## config.mk

```make
export PLATFORM = sky130hd
export DESIGN_NAME = ram_arbiter_nway
export DESIGN_NICKNAME = d
export VERILOG_FILES = /design/src/rtl/ram_pkg.sv /design/src/rtl/rr_arbiter.sv /design/src/rtl/ram_arbiter_nway.sv
export SDC_FILE = /design/constraint.sdc
export NUM_CORES = 1
export LEC_CHECK = 0
export ABC_AREA = 1
export ABC_CLOCK_PERIOD_IN_PS = 4150
export BUFFER_PORTS_ARGS = -buffer_cell sky130_fd_sc_hd__buf_2
export CORE_AREA = 8 8 94 96
export DETAILED_ROUTE_END_ITERATION = 8
export DIE_AREA = 0 0 102 104
export RECOVER_POWER = 100
export SETUP_SLACK_MARGIN = 0.5
export SLEW_MARGIN = 20
export SYNTH_ARGS = -nofsm -noshare
export SYNTH_HDL_FRONTEND = slang
export SYNTH_HIERARCHICAL = 1
export SYNTH_SLANG_ARGS = --single-unit
```

## constraint.sdc

```tcl
create_clock -name clk -period 4.15 [get_ports clk]
set_input_delay 0.6225 -clock clk [delete_from_list [all_inputs] [get_ports clk]]
set_output_delay 0.6225 -clock clk [all_outputs]
set_load 0.005 [all_outputs]
```

## src/rtl/ram_pkg.sv

```systemverilog
// ram_pkg: shared request/response types and sizing helpers for the RAM arbiter.
package ram_pkg;
  localparam int DEF_ADDR_WIDTH = 32;
  localparam int DEF_DATA_WIDTH = 32;
  typedef struct packed {
    logic                          we;
    logic [DEF_DATA_WIDTH/8-1:0]   be;
    logic [DEF_ADDR_WIDTH-1:0]     addr;
    logic [DEF_DATA_WIDTH-1:0]     wdata;
  } ram_req_t;
  typedef struct packed {
    logic                      rvalid;
    logic [DEF_DATA_WIDTH-1:0] rdata;
    logic                      err;
  } ram_rsp_t;
  function automatic int be_width(input int dw);
    return dw / 8;
  endfunction
  function automatic int ram_aw(input int mem_bytes, input int dw);
    return (mem_bytes / (dw / 8)) > 1 ? $clog2(mem_bytes / (dw / 8)) : 1;
  endfunction
  function automatic int idx_w(input int n);
    return n > 1 ? $clog2(n) : 1;
  endfunction
endpackage

```

## src/rtl/rr_arbiter.sv

```systemverilog
// rr_arbiter: round-robin arbiter; first requester at or after the pointer wins.
module rr_arbiter
  import ram_pkg::*;
#(
  parameter int N  = 2,
  parameter int IW = idx_w(N)
) (
  input  logic          clk,
  input  logic          reset,
  input  logic [N-1:0]  req,
  input  logic          advance,
  output logic [N-1:0]  gnt,
  output logic [IW-1:0] gnt_idx
);
  logic [IW-1:0] ptr;
  always_comb begin
    gnt = '0;
    gnt_idx = '0;
    for (int k = N - 1; k >= 0; k--)
      if (req[(int'(ptr) + k) % N]) gnt_idx = IW'((int'(ptr) + k) % N);
    gnt[gnt_idx] = |req;
  end
  always_ff @(posedge clk or negedge reset)
    if (!reset) ptr <= '0;
    else if (advance && |req) ptr <= IW'((int'(gnt_idx) + 1) % N);
endmodule

```

## src/rtl/ram_arbiter_nway.sv

```systemverilog
// ram_arbiter_nway: N masters share one 1-cycle-latency SRAM with round-robin grant and range/alignment checks.
module ram_arbiter_nway
  import ram_pkg::*;
#(
  parameter int NUM_MASTERS = 2,
  parameter int ADDR_WIDTH  = 32,
  parameter int DATA_WIDTH  = 32,
  parameter int MEM_BYTES   = 4096,
  parameter int BE_WIDTH    = be_width(DATA_WIDTH),
  parameter int RAM_AW      = ram_aw(MEM_BYTES, DATA_WIDTH)
) (
  input  logic                              clk,
  input  logic                              reset,
  input  logic [NUM_MASTERS-1:0]            m_req,
  input  logic [NUM_MASTERS-1:0]            m_we,
  input  logic [NUM_MASTERS*BE_WIDTH-1:0]   m_be,
  input  logic [NUM_MASTERS*ADDR_WIDTH-1:0] m_addr,
  input  logic [NUM_MASTERS*DATA_WIDTH-1:0] m_wdata,
  output logic [NUM_MASTERS-1:0]            m_gnt,
  output logic [NUM_MASTERS-1:0]            m_rvalid,
  output logic [DATA_WIDTH-1:0]             m_rdata,
  output logic [NUM_MASTERS-1:0]            m_err,
  output logic                              ram_en,
  output logic                              ram_we,
  output logic [BE_WIDTH-1:0]               ram_be,
  output logic [RAM_AW-1:0]                 ram_addr,
  output logic [DATA_WIDTH-1:0]             ram_wdata,
  input  logic [DATA_WIDTH-1:0]             ram_rdata
);
  localparam int IW = idx_w(NUM_MASTERS);
  localparam int OW = $clog2(BE_WIDTH);
  logic [NUM_MASTERS-1:0] gnt;
  logic [IW-1:0]          gnt_idx, resp_idx;
  logic                   any, err_c, sel_we, resp_valid, resp_err, resp_we, live;
  logic [BE_WIDTH-1:0]    sel_be;
  logic [ADDR_WIDTH-1:0]  sel_addr;
  logic [DATA_WIDTH-1:0]  sel_wdata;
  rr_arbiter #(.N(NUM_MASTERS), .IW(IW)) u_arb (
    .clk(clk), .reset(reset), .req(m_req), .advance(1'b1), .gnt(gnt), .gnt_idx(gnt_idx)
  );
  always_comb begin
    any       = |gnt;
    sel_we    = m_we[gnt_idx];
    sel_be    = m_be[int'(gnt_idx)*BE_WIDTH +: BE_WIDTH];
    sel_addr  = m_addr[int'(gnt_idx)*ADDR_WIDTH +: ADDR_WIDTH];
    sel_wdata = m_wdata[int'(gnt_idx)*DATA_WIDTH +: DATA_WIDTH];
    err_c     = ({32'b0, sel_addr} >= (ADDR_WIDTH+32)'(MEM_BYTES)) ||
                (sel_addr % ADDR_WIDTH'(BE_WIDTH) != '0);
    m_gnt     = reset ? gnt : '0;
    ram_en    = reset && any && !err_c;
    ram_we    = ram_en && sel_we;
    ram_be    = ram_en ? sel_be : '0;
    ram_addr  = sel_addr[OW +: RAM_AW];
    ram_wdata = ram_en ? sel_wdata : '0;
    live      = reset && resp_valid;
    m_rvalid  = live ? NUM_MASTERS'(1) << resp_idx : '0;
    m_err     = live && resp_err ? NUM_MASTERS'(1) << resp_idx : '0;
    m_rdata   = live && !resp_err && !resp_we ? ram_rdata : '0;
  end
  always_ff @(posedge clk or negedge reset)
    if (!reset) begin
      resp_valid <= 1'b0;
      resp_idx   <= '0;
      resp_err   <= 1'b0;
      resp_we    <= 1'b0;
    end else begin
      resp_valid <= any;
      resp_idx   <= gnt_idx;
      resp_err   <= err_c;
      resp_we    <= sel_we;
    end
endmodule

```

# --- Word-level counts from Yosys, hierarchy flattened ---
# Index checks and enable logic that the tools add are counted.
# W data, S select, Z words.
totals:
  reg_bits: 5
  out_inout_bits: 86
  wordCells: 50
op_classes:
  addsub: 2
  order_cmp: 5
  shift: 4
  n_mux: 17
  bitwise_logic: 2
  n_reduce_logical: 15
op_table:
  columns: ["op", "count"]
  rows:
  - ["$shiftx A64 B7 Y32", 2]
  - ["$mux W32", 2]
  - ["$ge A32 B13 Y1 const B", 1]
  - ["$reduce_bool A32 Y1", 1]
  - ["$mux W1", 10]
  - ["$logic_and A1 B1 Y1", 8]
  - ["$shiftx A8 B4 Y4", 1]
  - ["$mux W2", 3]
  - ["$lt A1 B2 Y1 const B", 2]
  - ["$mux W4", 1]
  - ["$reduce_or A2 Y1", 2]
  - ["$logic_not A1 Y1", 3]
  - ["$lt A2 B3 Y1 const B", 1]
  - ["$add A1 B1 Y1 const B", 2]
  - ["$and A2 B2 Y2", 1]
  - ["$shl A1 B1 Y2 const A", 1]
  - ["$and A1 B1 Y1 const A", 1]
  - ["$demux W1 S1", 1]
  - ["$ge A1 B1 Y1 const B", 1]
  - ["$logic_or A1 B1 Y1", 1]

# --- Longest topological paths before layout ---
depth:
  depth_word: 16
  depth_mapped: 13
  mapped_depth_nobuf: 10

# --- Hierarchy ---
# Netlist, hierarchy kept.
modules_own_cells:
  columns: ["module", "n_inst", "cells_each", "area_each_um2", "seq_area_each_um2"]
  rows:
  - ["ram_arbiter_nway", 1, 257, 1385.1, 100.1]
  - ["rr_arbiter", 1, 9, 67.6, 25.0]

# --- Worst setup path before layout ---
# OpenSTA, ideal clock, no wires.
synth_path:
  kind: "input to output"
  start: "input port m_req[1]"
  end: "output port ram_wdata[12]"
  t_arrival_ps: 1876
  t_required_ps: 3527
  slack_ps: 1652
  path_stages: 12
  n_path_buf: 3
  cell_sequence: "a21boi_0 > buf_6 > inv_2 > nor2_1 > nand2_1 > nand2_1 > nand2_1 > nor2_2 > nand3_1 > buf_6 > buf_6 > nor2_2"
synth_via:
  elab_chain_len: 14
synth_lines:
  columns: ["element", "line", "source"]
  rows:
  - ["start, declared", "ram_arbiter_nway.sv:14", "input logic [NUM_MASTERS-1:0] m_req,"]
  - ["parallel branches: the longest is 13 deep, another holds $ge A32 B13 Y1", null, null]
  - ["$mux W32 *", "ram_arbiter_nway.sv:54", "ram_wdata = ram_en ? sel_wdata : '0;"]
  - ["end, declared", "ram_arbiter_nway.sv:27", "output logic [DATA_WIDTH-1:0] ram_wdata,"]
# Every way passes the cells marked *. The select of a mux whose other input is x is not followed.

# --- Final worst setup path ---
layout_path:
  start: "input port m_req[1]"
  end: "output port ram_we"
layout_via:
  elab_chain_len: 14
layout_lines:
  columns: ["element", "line", "source"]
  rows:
  - ["$mux W1 (not written as such) (3 in a row)", "rr_arbiter.sv:20", "if (req[(int'(ptr) + k) % N]) gnt_idx = IW'((int'(ptr) + k) % N);"]
  - ["$mux W1", "rr_arbiter.sv:20", null]
  - ["$mux W1 *", "rr_arbiter.sv:20", null]
  - ["net gnt_idx", "ram_arbiter_nway.sv:33", "logic [IW-1:0] gnt_idx, resp_idx;"]
  - ["parallel branches: the longest is 8 deep, another holds $ge A32 B13 Y1", null, null]
  - ["$logic_and A1 B1 Y1 *", "ram_arbiter_nway.sv:51", "ram_we = ram_en && sel_we;"]
  - ["end, declared", "ram_arbiter_nway.sv:24", "output logic ram_we,"]
# Mark *: on every way through the listed nets, which the timed path passes. The select of a mux whose other input is x is not followed.

==> results <==
- The ratio of final minimum period to clock period is 82.2%.
- After clock tree synthesis, the flow added hold-fix buffers numbering 0.
- After synthesis, flip-flops and latches occupy 8.61% of the total area.
- The max-slew violation count is 0.
- The first-pass GRT wire length is 11,700 um.
- The slowest library cell on the worst path is sky130_fd_sc_hd__clkbuf_2.
- The effective utilization at floorplan is 19.5%.
- The kind of start point of the critical path is a primary input.
- The worst hold slack is 315 ps.
- The kind of critical path is in2out.
- The relative slew slack is 13.0%.
- The met1 track utilization from global routing is 11.7%.
- The clock-pin slew on the worst setup and hold paths is 40 ps.
- The initial antenna violation count is 0.
- In the routed layout, each cell is associated on average with a via count of 3.97.
- Across the run, the number of max-cap violations was 0.
- In this run the remaining antenna-violating nets after routing total 0.
- Gates resized during post-CTS repair numbered 0.
- The power per cell area is 127 nW/um2.
- Counting I/O delays and the setup requirement, the final critical path takes 3410 ps.
- The switching fraction of total power is 34.7%.
- The synthesized netlist cell count is 266.
- The total overflow left after global routing is 0.
- Traced cell by cell, the critical path runs through clkbuf_1 -> a21boi_4 -> clkbuf_2 -> o21ai_0 -> nor2_1 -> clkbuf_1.
- The cell-internal power is 229 uW.
- After floorplanning, the core was sized to cover 7450 um2.
- The count of nets after finishing is 693.
- The combinational power share is 58.3%.
- The cell area after synthesis is 1450 um2.
- The total DRC errors in the routed layout is 0.
- sky130_fd_sc_hd__mux2i_1 takes more of the synthesized area than any other cell.
- Of the total power, the clock network draws 25.5%.
- Setup repair after global routing left no endpoint under its margin.
- The wire-length estimate of the detail-placed layout is 7220 um.
- The sink count of the clock tree is 5.
- The fraction of layout instances using a drive strength above 1 is 40.9%.
- The number of setup violations in the final report is 0.
- The width of the die is 102 um.
- The data required time at the worst endpoint is 3530 ps.
- The transition time at the pin with the least slew margin is 1300 ps.
- The overall power after layout is 350 uW.
- For this run, the top clock speed supported by timing is 0.293 GHz.
- Yosys printed 6 warnings.
- The critical-path maximum fanout is 47.
- From bottom edge to top edge, the die measures 104 um.
- The total of buffers placed on input and output ports is 259.
- The number of vias after detailed routing is 2,463.
- After synthesis the netlist holds a flip-flop and latch count of 5.
- The tightest min-delay check is of the in2async type.
- The worst path arrival time is 2790 ps.
- The area growth from synthesis to layout is 89.5%.
- Entering global routing, the biggest net connects 48 pins.
- The final routed wire length divided by cell count is 12.9 um.
- The leakage component of the power is 0.00175 uW.
- Synthesis instantiated 19 different standard cells from the library.
- The final clock skew is 1.89 ps.
- The TritonCTS clock tree is yes.
- The number of setup buffers added after CTS is 0.
- The most numerous cell type found on the critical path is sky130_fd_sc_hd__clkbuf_1.
- The number of antenna diodes in the final layout is 0.
- The global placer's final weighted congestion is 0.799.
- The critical path endpoint category is an output pin.
- The number of buffers added by the clock tree synthesis step is 3.
- Summed over all layers, the routed wires come to 8000 um.
- The run finished with clean final reports.
- Sequential cells burn 16.2% of the power.
- In this run the clock root is driven by a sky130_fd_sc_hd__clkbuf_8.
- The average instance area after synthesis is 5.46 um2.
- The full die area is 10,600 um2.
- Across the VDD grid, the largest voltage drop is 0.0505 mV.
- The number of standard-cell rows in the floorplan is 32.
- No sink is reached through more buffers than the 2 on the longest clock path.
- The worst reg2reg path startpoint is u_arb/ptr.
- For this design the total switching power over the nets is 121 uW.
- The startpoint of the worst setup timing path is m_req[1].
- The clock reaches the later pin of the worst-skew pair after 220 ps.
- Global routing consumed, on the met3 layer, 6.16% of the routing resources.
- After routing, the total negative slack on setup checks comes to 0 ps.
- Global routing consumed, on the met2 layer, 26.0% of the routing resources.
- The most congested layer reported by global routing is met2.
- The number of detailed-routing iterations run before antenna repair is 4.
- In this run, the number of DRC markers left after iteration 0 of detailed routing was 33.
- During I/O placement, the number of pins put on the boundary was 260.
- Global routing consumed, over all layers together, 13.5% of the routing resources.
- The number of global-route vias before repair is 2,671.
- The H-tree depth is 1.
- The fraction of post-synthesis cell area in the top cell type by area is 24.8%.
- The number of hold violations in the final report was 0.
- The maximum single-stage delay on the critical path is 1020 ps.
- By area the synthesized netlist is led by sky130_fd_sc_hd__mux2i_1 25%, sky130_fd_sc_hd__nor2_1 19%, sky130_fd_sc_hd__nand2_1 14%.
-- registers in the layout, indices dropped and copies added, names as in the netlist --
signal	flops
resp_idx	1
u_arb/ptr	1
resp_we	1
resp_valid	1
resp_err	1
-- worst max-delay path, delay by kind of cell --
kind / cells / cell delay (ps)
buf+inv: 3 / 1300
compound gates: 2 / 650
simple gates: 1 / 180
-- metrics by stage --
step	worst slack, ps	cells	utilization [%]	instance area (um2)
floorplan	1650	267	-	1460
global placement	1140	616	37.9	2830
detailed placement	1050	616	37.9	2830
CTS	1040	620	38.6	2870
global route	442	620	37.0	2750
finish	739	620	37.0	2750
-- worst paths after layout --
check,to,slack (ps),cells past startpoint
worst max-delay path,ram_we,740,6
worst min-delay path,resp_we,320,1
worst max register to register,resp_we,1840,5
worst min register to register,u_arb/ptr,500,2
max in group asynchronous,u_arb/ptr,3530,1
min in group clk,u_arb/ptr,500,2
-- metal layers --
| layer | routed length, um | vias to the layer above |
|---|---|---|
| met5 | 0 | - |
| met1 | 2660 | 1008 |
| met4 | 111 | 0 |
| met3 | 1170 | 8 |
| li1 | - | 1293 |
| met2 | 4060 | 154 |
-- power groups by stage --
| stage | Sequential (uW) | Combinational, uW | Clock, uW |
|---|---|---|---|
| after floorplan | 56.7 | 101 | 0 |
| after global placement | 57.3 | 209 | 0 |
| after detailed placement | 57.4 | 212 | 0 |
| after CTS | 56.8 | 213 | 92.7 |
| after global routing | 57.4 | 231 | 98.0 |
| final | 56.8 | 204 | 89.5 |
-- synth_stat cells --
cell type / n
sky130_fd_sc_hd__buf_6: 4
sky130_fd_sc_hd__nand2_1: 54
sky130_fd_sc_hd__a21boi_0: 3
sky130_fd_sc_hd__buf_2: 3
sky130_fd_sc_hd__nor2_1: 72
sky130_fd_sc_hd__nand3_1: 4
sky130_fd_sc_hd__conb_1: 1
sky130_fd_sc_hd__or2_0: 1
sky130_fd_sc_hd__inv_2: 1
sky130_fd_sc_hd__nor3_1: 4
sky130_fd_sc_hd__or2_2: 2
sky130_fd_sc_hd__nor2_2: 20
sky130_fd_sc_hd__or2_1: 2
sky130_fd_sc_hd__clkbuf_1: 7
sky130_fd_sc_hd__o21ai_1: 1
sky130_fd_sc_hd__o21ai_0: 3
sky130_fd_sc_hd__mux2i_1: 36
sky130_fd_sc_hd__inv_1: 43
sky130_fd_sc_hd__dfrtp_1: 5
-- cell usage in the layout, fill, tap and decap left out --
cell type / Yosys / routed
sky130_fd_sc_hd__buf_2: 3 / 188
sky130_fd_sc_hd__nor2_1: 72 / 85
sky130_fd_sc_hd__clkbuf_1: 7 / 62
sky130_fd_sc_hd__nand2_1: 54 / 54
sky130_fd_sc_hd__inv_1: 43 / 44
sky130_fd_sc_hd__mux2i_1: 36 / 36
sky130_fd_sc_hd__clkbuf_2: 0 / 9
sky130_fd_sc_hd__nor2_2: 20 / 7
sky130_fd_sc_hd__dfrtp_1: 5 / 5
sky130_fd_sc_hd__nor3_1: 4 / 4
sky130_fd_sc_hd__nand3_1: 4 / 4
sky130_fd_sc_hd__o21ai_0: 3 / 3
sky130_fd_sc_hd__clkbuf_8: 0 / 3
sky130_fd_sc_hd__or2_1: 2 / 2
sky130_fd_sc_hd__or2_2: 2 / 2
sky130_fd_sc_hd__a21boi_0: 3 / 2
sky130_fd_sc_hd__conb_1: 1 / 2
sky130_fd_sc_hd__o21ai_1: 1 / 1
sky130_fd_sc_hd__or2_0: 1 / 1
sky130_fd_sc_hd__clkinv_2: 0 / 1
sky130_fd_sc_hd__buf_1: 0 / 1
sky130_fd_sc_hd__buf_4: 0 / 1
sky130_fd_sc_hd__a21boi_4: 0 / 1
-- logic make-up (layout without fill, tap and decap cells) --
family	count (synthesis)	in the layout	share of synthesized area, %
buffers and inverters	58	309	17.3
muxes	36	36	24.8
DFF	5	5	8.61
other	1	2	0.258
AOI/OAI and AO/OA	7	7	2.93
and+or+nand+nor	159	159	46.1
-- final cells by class --
cell class	instances	area [um2]
Clock buffer	3	41.3
Clock inverter	1	5.00
Fill cell	853	4690
Inverter	44	165
Multi-Input combinational cell	204	1060
Sequential cell	5	125
Tap cell	102	128
Timing Repair Buffer	261	1230
Power figures use the tool's default switching activity.
